==> config.mk <==
export PLATFORM = sky130hd
export DESIGN_NAME = ram_arbiter_flat
export DESIGN_NICKNAME = d
export VERILOG_FILES = /design/src/rtl/ram_arbiter_if.sv /design/src/rtl/ram_arbiter.sv /design/src/flat_wrapper.sv
export SDC_FILE = /design/constraint.sdc
export NUM_CORES = 1
export LEC_CHECK = 0
export CAP_MARGIN = 20
export CORE_MARGIN = 10
export CORE_UTILIZATION = 47
export DETAILED_ROUTE_END_ITERATION = 8
export PLACE_DENSITY_LB_ADDON = 0.05
export SLEW_MARGIN = 10
export SYNTH_ARGS = -nofsm -noshare
export SYNTH_HDL_FRONTEND = slang
export SYNTH_SLANG_ARGS = --single-unit
==> constraint.sdc <==
create_clock -name clk -period 6.3 [get_ports clk]
set_clock_uncertainty 0.05 [all_clocks]
set_input_delay 0.63 -clock clk [delete_from_list [all_inputs] [get_ports clk]]
set_output_delay 0.63 -clock clk [all_outputs]
set_load 0.05 [all_outputs]
==> src/rtl/ram_arbiter_if.sv <==
// Bus bundle between the CPU decode, the DMA/debug loader and the shared data RAM.
// The slave modport is the arbiter's view; master is the surrounding system's view.
interface ram_arbiter_if #(
  parameter int AW = 12,
  parameter int DW = 4
);
  logic          cpu_cs;
  logic          cpu_we;
  logic [AW-1:0] cpu_addr;
  logic [DW-1:0] cpu_wdata;
  logic [DW-1:0] cpu_rdata;
  logic          cpu_stall;

  logic          dma_req;
  logic          dma_we;
  logic [AW-1:0] dma_addr;
  logic [3:0]    dma_len;
  logic [DW-1:0] dma_wdata;
  logic          dma_wnext;
  logic [DW-1:0] dma_rdata;
  logic          dma_rvalid;
  logic          dma_busy;
  logic          dma_done;

  logic          ram_cs;
  logic          ram_we;
  logic [AW-1:0] ram_addr;
  logic [DW-1:0] ram_wdata;
  logic [DW-1:0] ram_rdata;

  modport slave (
    input  cpu_cs, cpu_we, cpu_addr, cpu_wdata,
    output cpu_rdata, cpu_stall,
    input  dma_req, dma_we, dma_addr, dma_len, dma_wdata,
    output dma_wnext, dma_rdata, dma_rvalid, dma_busy, dma_done,
    output ram_cs, ram_we, ram_addr, ram_wdata,
    input  ram_rdata
  );

  modport master (
    output cpu_cs, cpu_we, cpu_addr, cpu_wdata,
    input  cpu_rdata, cpu_stall,
    output dma_req, dma_we, dma_addr, dma_len, dma_wdata,
    input  dma_wnext, dma_rdata, dma_rvalid, dma_busy, dma_done,
    input  ram_cs, ram_we, ram_addr, ram_wdata,
    output ram_rdata
  );
endinterface

==> src/rtl/ram_arbiter.sv <==
// Single-port data RAM arbiter: zero-latency CPU pass-through in IDLE, uninterrupted
// DMA bursts of 1-16 nibbles, and a starvation counter that lets DMA beat a busy CPU.
module ram_arbiter #(
  parameter int AW         = 12,
  parameter int DW         = 4,
  parameter int STARVE_LIM = 4
) (
  input  logic         clk,
  input  logic         reset,
  ram_arbiter_if.slave bus
);
  localparam logic [1:0] ST_IDLE  = 2'd0;
  localparam logic [1:0] ST_BURST = 2'd1;
  localparam logic [1:0] ST_DONE  = 2'd2;

  localparam int          SW         = $clog2(STARVE_LIM + 1);
  localparam logic [SW-1:0] STARVE_MAX = SW'(STARVE_LIM);

  logic [1:0]    state_reg, state_next;
  logic [3:0]    beat_reg, beat_next;
  logic [3:0]    len_reg, len_next;
  logic [AW-1:0] base_reg, base_next;
  logic          we_reg, we_next;
  logic [SW-1:0] starve_reg, starve_next;
  logic [DW-1:0] rdata_reg, rdata_next;
  logic          rvalid_reg, rvalid_next;
  logic          dma_win;

  assign dma_win = (state_reg == ST_IDLE) && bus.dma_req &&
                   (!bus.cpu_cs || (starve_reg == STARVE_MAX));

  assign bus.cpu_rdata  = bus.ram_rdata;
  assign bus.dma_rdata  = rdata_reg;
  assign bus.dma_rvalid = rvalid_reg;
  assign bus.dma_busy   = (state_reg == ST_BURST) || (state_reg == ST_DONE);
  assign bus.dma_done   = (state_reg == ST_DONE);

  always_comb begin
    bus.ram_cs    = 1'b0;
    bus.ram_we    = 1'b0;
    bus.ram_addr  = bus.cpu_addr;
    bus.ram_wdata = bus.cpu_wdata;
    bus.cpu_stall = 1'b0;
    bus.dma_wnext = 1'b0;
    state_next    = state_reg;
    beat_next     = beat_reg;
    len_next      = len_reg;
    base_next     = base_reg;
    we_next       = we_reg;
    starve_next   = starve_reg;
    rdata_next    = rdata_reg;
    rvalid_next   = 1'b0;

    case (state_reg)
      ST_IDLE: begin
        if (dma_win) begin
          bus.cpu_stall = bus.cpu_cs;
          state_next    = ST_BURST;
          base_next     = bus.dma_addr;
          len_next      = bus.dma_len;
          we_next       = bus.dma_we;
          beat_next     = 4'd0;
          starve_next   = '0;
        end else begin
          bus.ram_cs = bus.cpu_cs;
          bus.ram_we = bus.cpu_cs & bus.cpu_we;
          if (bus.cpu_cs && bus.dma_req) begin
            starve_next = (starve_reg == STARVE_MAX) ? STARVE_MAX : starve_reg + 1'b1;
          end else if (!bus.dma_req) begin
            starve_next = '0;
          end
        end
      end
      ST_BURST: begin
        bus.cpu_stall = bus.cpu_cs;
        bus.ram_cs    = 1'b1;
        bus.ram_we    = we_reg;
        // Address arithmetic wraps at the top of the AW-bit space.
        bus.ram_addr  = base_reg + AW'(beat_reg);
        bus.ram_wdata = bus.dma_wdata;
        bus.dma_wnext = we_reg;
        rvalid_next   = ~we_reg;
        if (!we_reg) rdata_next = bus.ram_rdata;
        beat_next     = beat_reg + 4'd1;
        if (beat_reg == len_reg) begin
          state_next = ST_DONE;
          beat_next  = 4'd0;
        end
      end
      ST_DONE: begin
        bus.cpu_stall = bus.cpu_cs;
        state_next    = ST_IDLE;
      end
      default: state_next = ST_IDLE;
    endcase
  end

  always_ff @(posedge clk) begin
    if (reset) begin
      state_reg  <= ST_IDLE;
      beat_reg   <= 4'd0;
      len_reg    <= 4'd0;
      base_reg   <= '0;
      we_reg     <= 1'b0;
      starve_reg <= '0;
      rdata_reg  <= '0;
      rvalid_reg <= 1'b0;
    end else begin
      state_reg  <= state_next;
      beat_reg   <= beat_next;
      len_reg    <= len_next;
      base_reg   <= base_next;
      we_reg     <= we_next;
      starve_reg <= starve_next;
      rdata_reg  <= rdata_next;
      rvalid_reg <= rvalid_next;
    end
  end
endmodule

==> src/flat_wrapper.sv <==
// flat-port wrapper written by rule: the top's interface ports become plain ports
module ram_arbiter_flat 
#(
  parameter int AW         = 12,
  parameter int DW         = 4,
  parameter int STARVE_LIM = 4
)
  (clk, reset, bus_cpu_cs, bus_cpu_we, bus_cpu_addr, bus_cpu_wdata, bus_cpu_rdata, bus_cpu_stall, bus_dma_req, bus_dma_we, bus_dma_addr, bus_dma_len, bus_dma_wdata, bus_dma_wnext, bus_dma_rdata, bus_dma_rvalid, bus_dma_busy, bus_dma_done, bus_ram_cs, bus_ram_we, bus_ram_addr, bus_ram_wdata, bus_ram_rdata);
  ram_arbiter_if #(.AW(AW), .DW(DW)) bus_i ();
  input  logic clk;
  input  logic reset;
  input wire logic [$bits(bus_i.cpu_cs)-1:0] bus_cpu_cs;
  input wire logic [$bits(bus_i.cpu_we)-1:0] bus_cpu_we;
  input wire logic [$bits(bus_i.cpu_addr)-1:0] bus_cpu_addr;
  input wire logic [$bits(bus_i.cpu_wdata)-1:0] bus_cpu_wdata;
  output wire logic [$bits(bus_i.cpu_rdata)-1:0] bus_cpu_rdata;
  output wire logic [$bits(bus_i.cpu_stall)-1:0] bus_cpu_stall;
  input wire logic [$bits(bus_i.dma_req)-1:0] bus_dma_req;
  input wire logic [$bits(bus_i.dma_we)-1:0] bus_dma_we;
  input wire logic [$bits(bus_i.dma_addr)-1:0] bus_dma_addr;
  input wire logic [$bits(bus_i.dma_len)-1:0] bus_dma_len;
  input wire logic [$bits(bus_i.dma_wdata)-1:0] bus_dma_wdata;
  output wire logic [$bits(bus_i.dma_wnext)-1:0] bus_dma_wnext;
  output wire logic [$bits(bus_i.dma_rdata)-1:0] bus_dma_rdata;
  output wire logic [$bits(bus_i.dma_rvalid)-1:0] bus_dma_rvalid;
  output wire logic [$bits(bus_i.dma_busy)-1:0] bus_dma_busy;
  output wire logic [$bits(bus_i.dma_done)-1:0] bus_dma_done;
  output wire logic [$bits(bus_i.ram_cs)-1:0] bus_ram_cs;
  output wire logic [$bits(bus_i.ram_we)-1:0] bus_ram_we;
  output wire logic [$bits(bus_i.ram_addr)-1:0] bus_ram_addr;
  output wire logic [$bits(bus_i.ram_wdata)-1:0] bus_ram_wdata;
  input wire logic [$bits(bus_i.ram_rdata)-1:0] bus_ram_rdata;
  assign bus_i.cpu_cs = bus_cpu_cs;
  assign bus_i.cpu_we = bus_cpu_we;
  assign bus_i.cpu_addr = bus_cpu_addr;
  assign bus_i.cpu_wdata = bus_cpu_wdata;
  assign bus_cpu_rdata = bus_i.cpu_rdata;
  assign bus_cpu_stall = bus_i.cpu_stall;
  assign bus_i.dma_req = bus_dma_req;
  assign bus_i.dma_we = bus_dma_we;
  assign bus_i.dma_addr = bus_dma_addr;
  assign bus_i.dma_len = bus_dma_len;
  assign bus_i.dma_wdata = bus_dma_wdata;
  assign bus_dma_wnext = bus_i.dma_wnext;
  assign bus_dma_rdata = bus_i.dma_rdata;
  assign bus_dma_rvalid = bus_i.dma_rvalid;
  assign bus_dma_busy = bus_i.dma_busy;
  assign bus_dma_done = bus_i.dma_done;
  assign bus_ram_cs = bus_i.ram_cs;
  assign bus_ram_we = bus_i.ram_we;
  assign bus_ram_addr = bus_i.ram_addr;
  assign bus_ram_wdata = bus_i.ram_wdata;
  assign bus_i.ram_rdata = bus_ram_rdata;
  ram_arbiter #(.AW(AW), .DW(DW), .STARVE_LIM(STARVE_LIM)) u_core (.clk(clk), .reset(reset), .bus(bus_i));
endmodule
# [Word-level counts from Yosys, hierarchy flattened]
# Cells that the tools add are included.
[word_totals] in_bits=46 register_bits=31 output_inout_bits=31
[op_classes] add_sub_neg=3 bitwise=3 n_reduce_logical=15 n_eq_ne=7 mux=19
[op_table] cell="adder 12 x 4 -> 12 bit" count=1
[op_table] cell="two-way mux 12 bit" count=1
[op_table] cell="two-way mux 3 bit" count=4
[op_table] cell="two-way mux 4 bit" count=3
[op_table] cell="AND reduction 2 bit" count=5
[op_table] cell="one-hot mux 4 bit (2 select lines)" count=1
[op_table] cell="one-hot mux 1 bit (2 select lines)" count=3
[op_table] cell="adder 4 x 1 -> 4 bit (second input constant)" count=1
[op_table] cell="equality test 4 bit" count=1
[op_table] cell="two-way mux 1 bit" count=4
[op_table] cell="two-way mux 2 bit" count=2
[op_table] cell="one-hot mux 2 bit (2 select lines)" count=1
[op_table] cell="OR reduction 2 bit" count=2
[op_table] cell="adder 3 x 1 -> 3 bit (second input constant)" count=1
[op_table] cell="equality test 3 bit (second input constant)" count=1
[op_table] cell="logical AND 1 bit" count=3
[op_table] cell="!= test 3 x 1 -> 1 bit (second input constant)" count=1
[op_table] cell="equality test 2 x 1 -> 1 bit (second input constant)" count=1
[op_table] cell="equality test 2 bit (second input constant)" count=1
[op_table] cell="zero test 2 bit" count=1
[op_table] cell="logical OR 1 bit" count=2
[op_table] cell="!= test 2 x 1 -> 1 bit (second input constant)" count=1
[op_table] cell="!= test 2 bit (second input constant)" count=1
[op_table] cell="inverter 1 bit" count=2
[op_table] cell="other kinds (3)" count=3

# [Logic depth before layout (Yosys ltp)]
[logic_depth] ltp_word=5 depth_mapped=8

# [Worst setup path after synthesis]
# Ideal clock, no wire load.
[synth_path] path_type="input-to-output" from="in bus_cpu_cs" to="out bus_cpu_stall" setup_slack_ps=3288 cell_stages=5 required_time_ps=5620 t_arrival_ps=2332 path_cell_list="a21bo_2 -> and3_1 -> buf_6 -> nor2_1 -> nor3b_1"
[synth_via] elab_chain_cells=5
[synth_lines] element="start, declared" line_no="flat_wrapper.sv:12" source="input wire logic [$bits(bus_i.cpu_cs)-1:0] bus_cpu_cs;"
[synth_lines] element="zero test 1 bit" line_no="ram_arbiter.sv:30" source="(!bus.cpu_cs || (starve_reg == STARVE_MAX));"
[synth_lines] element="logical OR 1 bit" line_no="ram_arbiter.sv:30"
[synth_lines] element="logical AND 1 bit" line_no="ram_arbiter.sv:29" source="assign dma_win = (state_reg == ST_IDLE) && bus.dma_req &&"
[synth_lines] element="two-way mux 1 bit" line_no="ram_arbiter.sv:56" source="if (dma_win) begin"
[synth_lines] element="one-hot mux 1 bit (2 select lines) *" line_no="ram_arbiter.sv:54" source="case (state_reg)"
[synth_lines] element="end, declared" line_no="flat_wrapper.sv:17" source="output wire logic [$bits(bus_i.cpu_stall)-1:0] bus_cpu_stall;"
# Every way passes the cells marked *; elsewhere a longest branch is shown, timed or not.

# [Final worst setup path]
[layout_path] from="reg u_core.state_reg[1]" to="out bus_ram_addr[10]"
[layout_via] elab_chain_cells=2
[layout_lines] element="start, declared" line_no="ram_arbiter.sv:19" source="logic [1:0] state_reg, state_next;"
[layout_lines] element="start signal, assigned" line_no="ram_arbiter.sv:109" source="state_reg <= state_next;"
[layout_lines] element="equality test 2 x 1 -> 1 bit" line_no="ram_arbiter.sv:54"
[layout_lines] element="two-way mux 12 bit" line_no="ram_arbiter.sv:54"
[layout_lines] element="end, declared" line_no="flat_wrapper.sv:30" source="output wire logic [$bits(bus_i.ram_addr)-1:0] bus_ram_addr;"
# No other way between the ends.

==> impl_metrics.env <==
export IMPL_synth_top_area_frac=0.319
export IMPL_p_int_w=0.000569
export IMPL_area_growth_pct=44.1
export IMPL_drcViolationCount=0
export IMPL_switching_share=0.462
export IMPL_rsz0062_at_grt="false"
export IMPL_synth_area_um2=1940
export IMPL_ys_types=45
export IMPL_grt_pass1_wl_mm=9.28
export IMPL_nets=371
export IMPL_endpoint_kind="output port"
export IMPL_synth_seq_area_share=0.319
export IMPL_cp_start_kind="register"
export IMPL_place_inst=355
export IMPL_wl_per_cell_um=15.1
export IMPL_path_class="register to output port"
export IMPL_maxSlewViolCount=0
export IMPL_clockRootBuffer="clkbuf_8"
export IMPL_setup_worst_path_start="u_core.state_reg[1]"
export IMPL_cts_resized=0
export IMPL_vias=1918
export IMPL_synth_top_family_by_area="simple AND/OR/NAND/NOR gates"
export IMPL_synth_simple_area_share=0.226
export IMPL_cts_clk_slew_worst_paths_ns=0.07
export IMPL_gp_congestion=0.778
export IMPL_synth_area_leaders="dfxtp_1 (32%), nand2_1 (8.1%), ha_1 (7.7%)"
export IMPL_synthAdderAreaFrac=0.0875
export IMPL_portBuffers=76
export IMPL_clockBufferDepth=2
export IMPL_p_leak_nw=1.05
export IMPL_arrival_ns=3.25
export IMPL_layout_drive_gt1_share=0.0799
export IMPL_cts_tree="yes"
export IMPL_drt_iter0_markers=81
export IMPL_vdd_drop_max_v=0.000347
export IMPL_synth_ff_type="dfxtp_1"
export IMPL_synthesis_nets=301
export IMPL_p_per_area_nw_per_um2=377
export IMPL_start_util=0.486
export IMPL_min_path_cells=2
export IMPL_hpwl_mm=4.20
export IMPL_synth_mux_area_frac=0.0721
export IMPL_stdcell_count=363
export IMPL_async_reset_ff_frac=0
export IMPL_postCtsHoldBufs=0
export IMPL_pin_count=77
export IMPL_combPwrFrac=0.577
export IMPL_synth_edf_count=0
export IMPL_dieHeight_um=84.3
export IMPL_max_cap_violations=0
export IMPL_die_width_um=84.3
export IMPL_ant_nets=0
export IMPL_coreArea_um2=4000
export IMPL_maxSlewHeadroom=0.345
export IMPL_rows=23
export IMPL_crit_required_ns=5.62
export IMPL_reg2reg_depth=6
export IMPL_reg2reg_from="u_core.state_reg[1]"
export IMPL_antenna_cells=0
export IMPL_p_seq_frac=0.229
export IMPL_fin_crit_ns=3.93
export IMPL_final_cell_mix="clkdlybuf4s50_1 (76), nand2_1 (42), dfxtp_1 (31)"
export IMPL_cp_max_fo=27
export IMPL_drtPass1Iterations=4
export IMPL_syn_inst=242
export IMPL_ys_seq_elements=31
export IMPL_largest_reg_flops=12
export IMPL_switchingPower_w=0.000488
export IMPL_finalSetupTns_ns=0
export IMPL_hold_violations=0
export IMPL_worst_pin_slew_ns=0.982
export IMPL_gr_total_overflow=0
export IMPL_status="completed"
export IMPL_hp_start="u_core.base_reg[3]"
export IMPL_antenna_found_initial=0
export IMPL_finalWirelength_mm=5.49
export IMPL_clkPwrFrac=0.193
export IMPL_ys_warnings_count=0
export IMPL_vias_per_cell=5.28
export IMPL_clock_latency_ns=0.29
export IMPL_cts_buffers=5
export IMPL_cts_sinks=31
export IMPL_grt_max_degree=35
export IMPL_setup_violations=0
export IMPL_dieArea_um2=7110
export IMPL_track_usage=0.157
export IMPL_fin_crit_sh=0.624
export IMPL_fmaxAchievable_mhz=254
export IMPL_synth_top_area_cell="dfxtp_1"
export IMPL_grt_pass1_vias=1916
export IMPL_postCtsSetupBuffers=0
export IMPL_synth_compound_gate_area_share=0.187
export IMPL_synth_xor_area_share=0.0360
export IMPL_hp_class="register to register"
export IMPL_avgSynthCellArea_um2=8.03
export IMPL_layout_commonest_cell="clkdlybuf4s50_1"
export IMPL_htree_num_levels=2
==> worst max-delay path, cell delays in order, from the launching register on <==
cell,delay [ns]
dfxtp_1,0.33
inv_1,0.12
ha_1,0.82
inv_1,0.45
nor2_1,0.18
and3_1,0.17
a211o_1,0.09
clkdlybuf4s50_1,0.80
==> path summary, 6_finish.rpt <==
kind,endpoint,slack (ns)
setup / recovery,bus_ram_addr[10],2.37
hold / removal,u_core.base_reg[3],0.41
setup reg to reg,u_core.state_reg[0],3.70
hold reg to reg,u_core.base_reg[3],0.41
==> through the flow <==
| step | setup WS [ns] | utilization | total power [W] | instance area (µm²) | hold WS, ns |
|---|---|---|---|---|---|
| detailed placement | 2.52 | 0.671 | 0.000860 | 2680 | 0.404 |
| floorplan | 3.29 | - | 0.000679 | 1940 | 0.391 |
| global route | 2.12 | 0.700 | 0.00112 | 2800 | 0.447 |
| finish | 2.37 | 0.700 | 0.00106 | 2800 | 0.413 |
| CTS | 2.32 | 0.700 | 0.00107 | 2800 | 0.414 |
| global placement | 2.55 | 0.671 | 0.000852 | 2680 | 0.399 |
==> cells in the mapped netlist (2+ instances only) <==
cell type and n:
inv_1 13, clkbuf_1 3, nand4_1 3, buf_2 4
nor3_1 3, nand2_1 42, o31a_1 2, xnor2_1 8
nand3b_1 2, a211o_1 2, ha_1 12, mux2i_1 5
o311ai_0 2, and3_1 3, and4_1 2, mux2_2 8
nand2b_1 3, or3_1 4, a31oi_1 5, buf_6 2
nor4_1 2, buf_4 5, nand3_1 8, a21oi_1 26
a211oi_1 3, dfxtp_1 31, o21ai_0 7, nor2_1 15
==> power by group through the flow <==
| stage | logic (W) | registers, W | clock network [W] |
|---|---|---|---|
| 2_1_floorplan | 0.000414 | 0.000265 | 0 |
| 3_3_place_gp | 0.000607 | 0.000245 | 0 |
| 3_5_place_dp | 0.000614 | 0.000246 | 0 |
| 4_1_cts | 0.000617 | 0.000242 | 0.000210 |
| 5_1_grt | 0.000653 | 0.000247 | 0.000220 |
| 6_report | 0.000610 | 0.000243 | 0.000204 |
==> logic make-up after synthesis <==
| kind of cell | count (synthesis) |
|---|---|
| AOI/OAI and AO/OA | 57 |
| xor gates and xnor gates | 8 |
| adders and majority gates | 13 |
| buffers and inverters | 27 |
| DFF | 31 |
| muxes | 13 |
| and+or+nand+nor | 93 |
==> routing by layer <==
metal  global-route usage  part of all wire  vias up
met4               0.0578             0.015        0
met2                0.253              0.47       60
met3               0.0618             0.069        9
met1                0.182              0.45      870
met5                    0                 0        -
li1                     -                 -      979
==> final cells by class <==
cell class / instances / area [µm²]
Tap cell: 50 / 62.6
Sequential cell: 31 / 621
Inverter: 13 / 48.8
Fill cell: 356 / 1200
Clock buffer: 6 / 82.6
Timing Repair Buffer: 77 / 768
Multi-Input combinational cell: 184 / 1180
Clock inverter: 2 / 35.0
(Power assumes the default switching activity.)
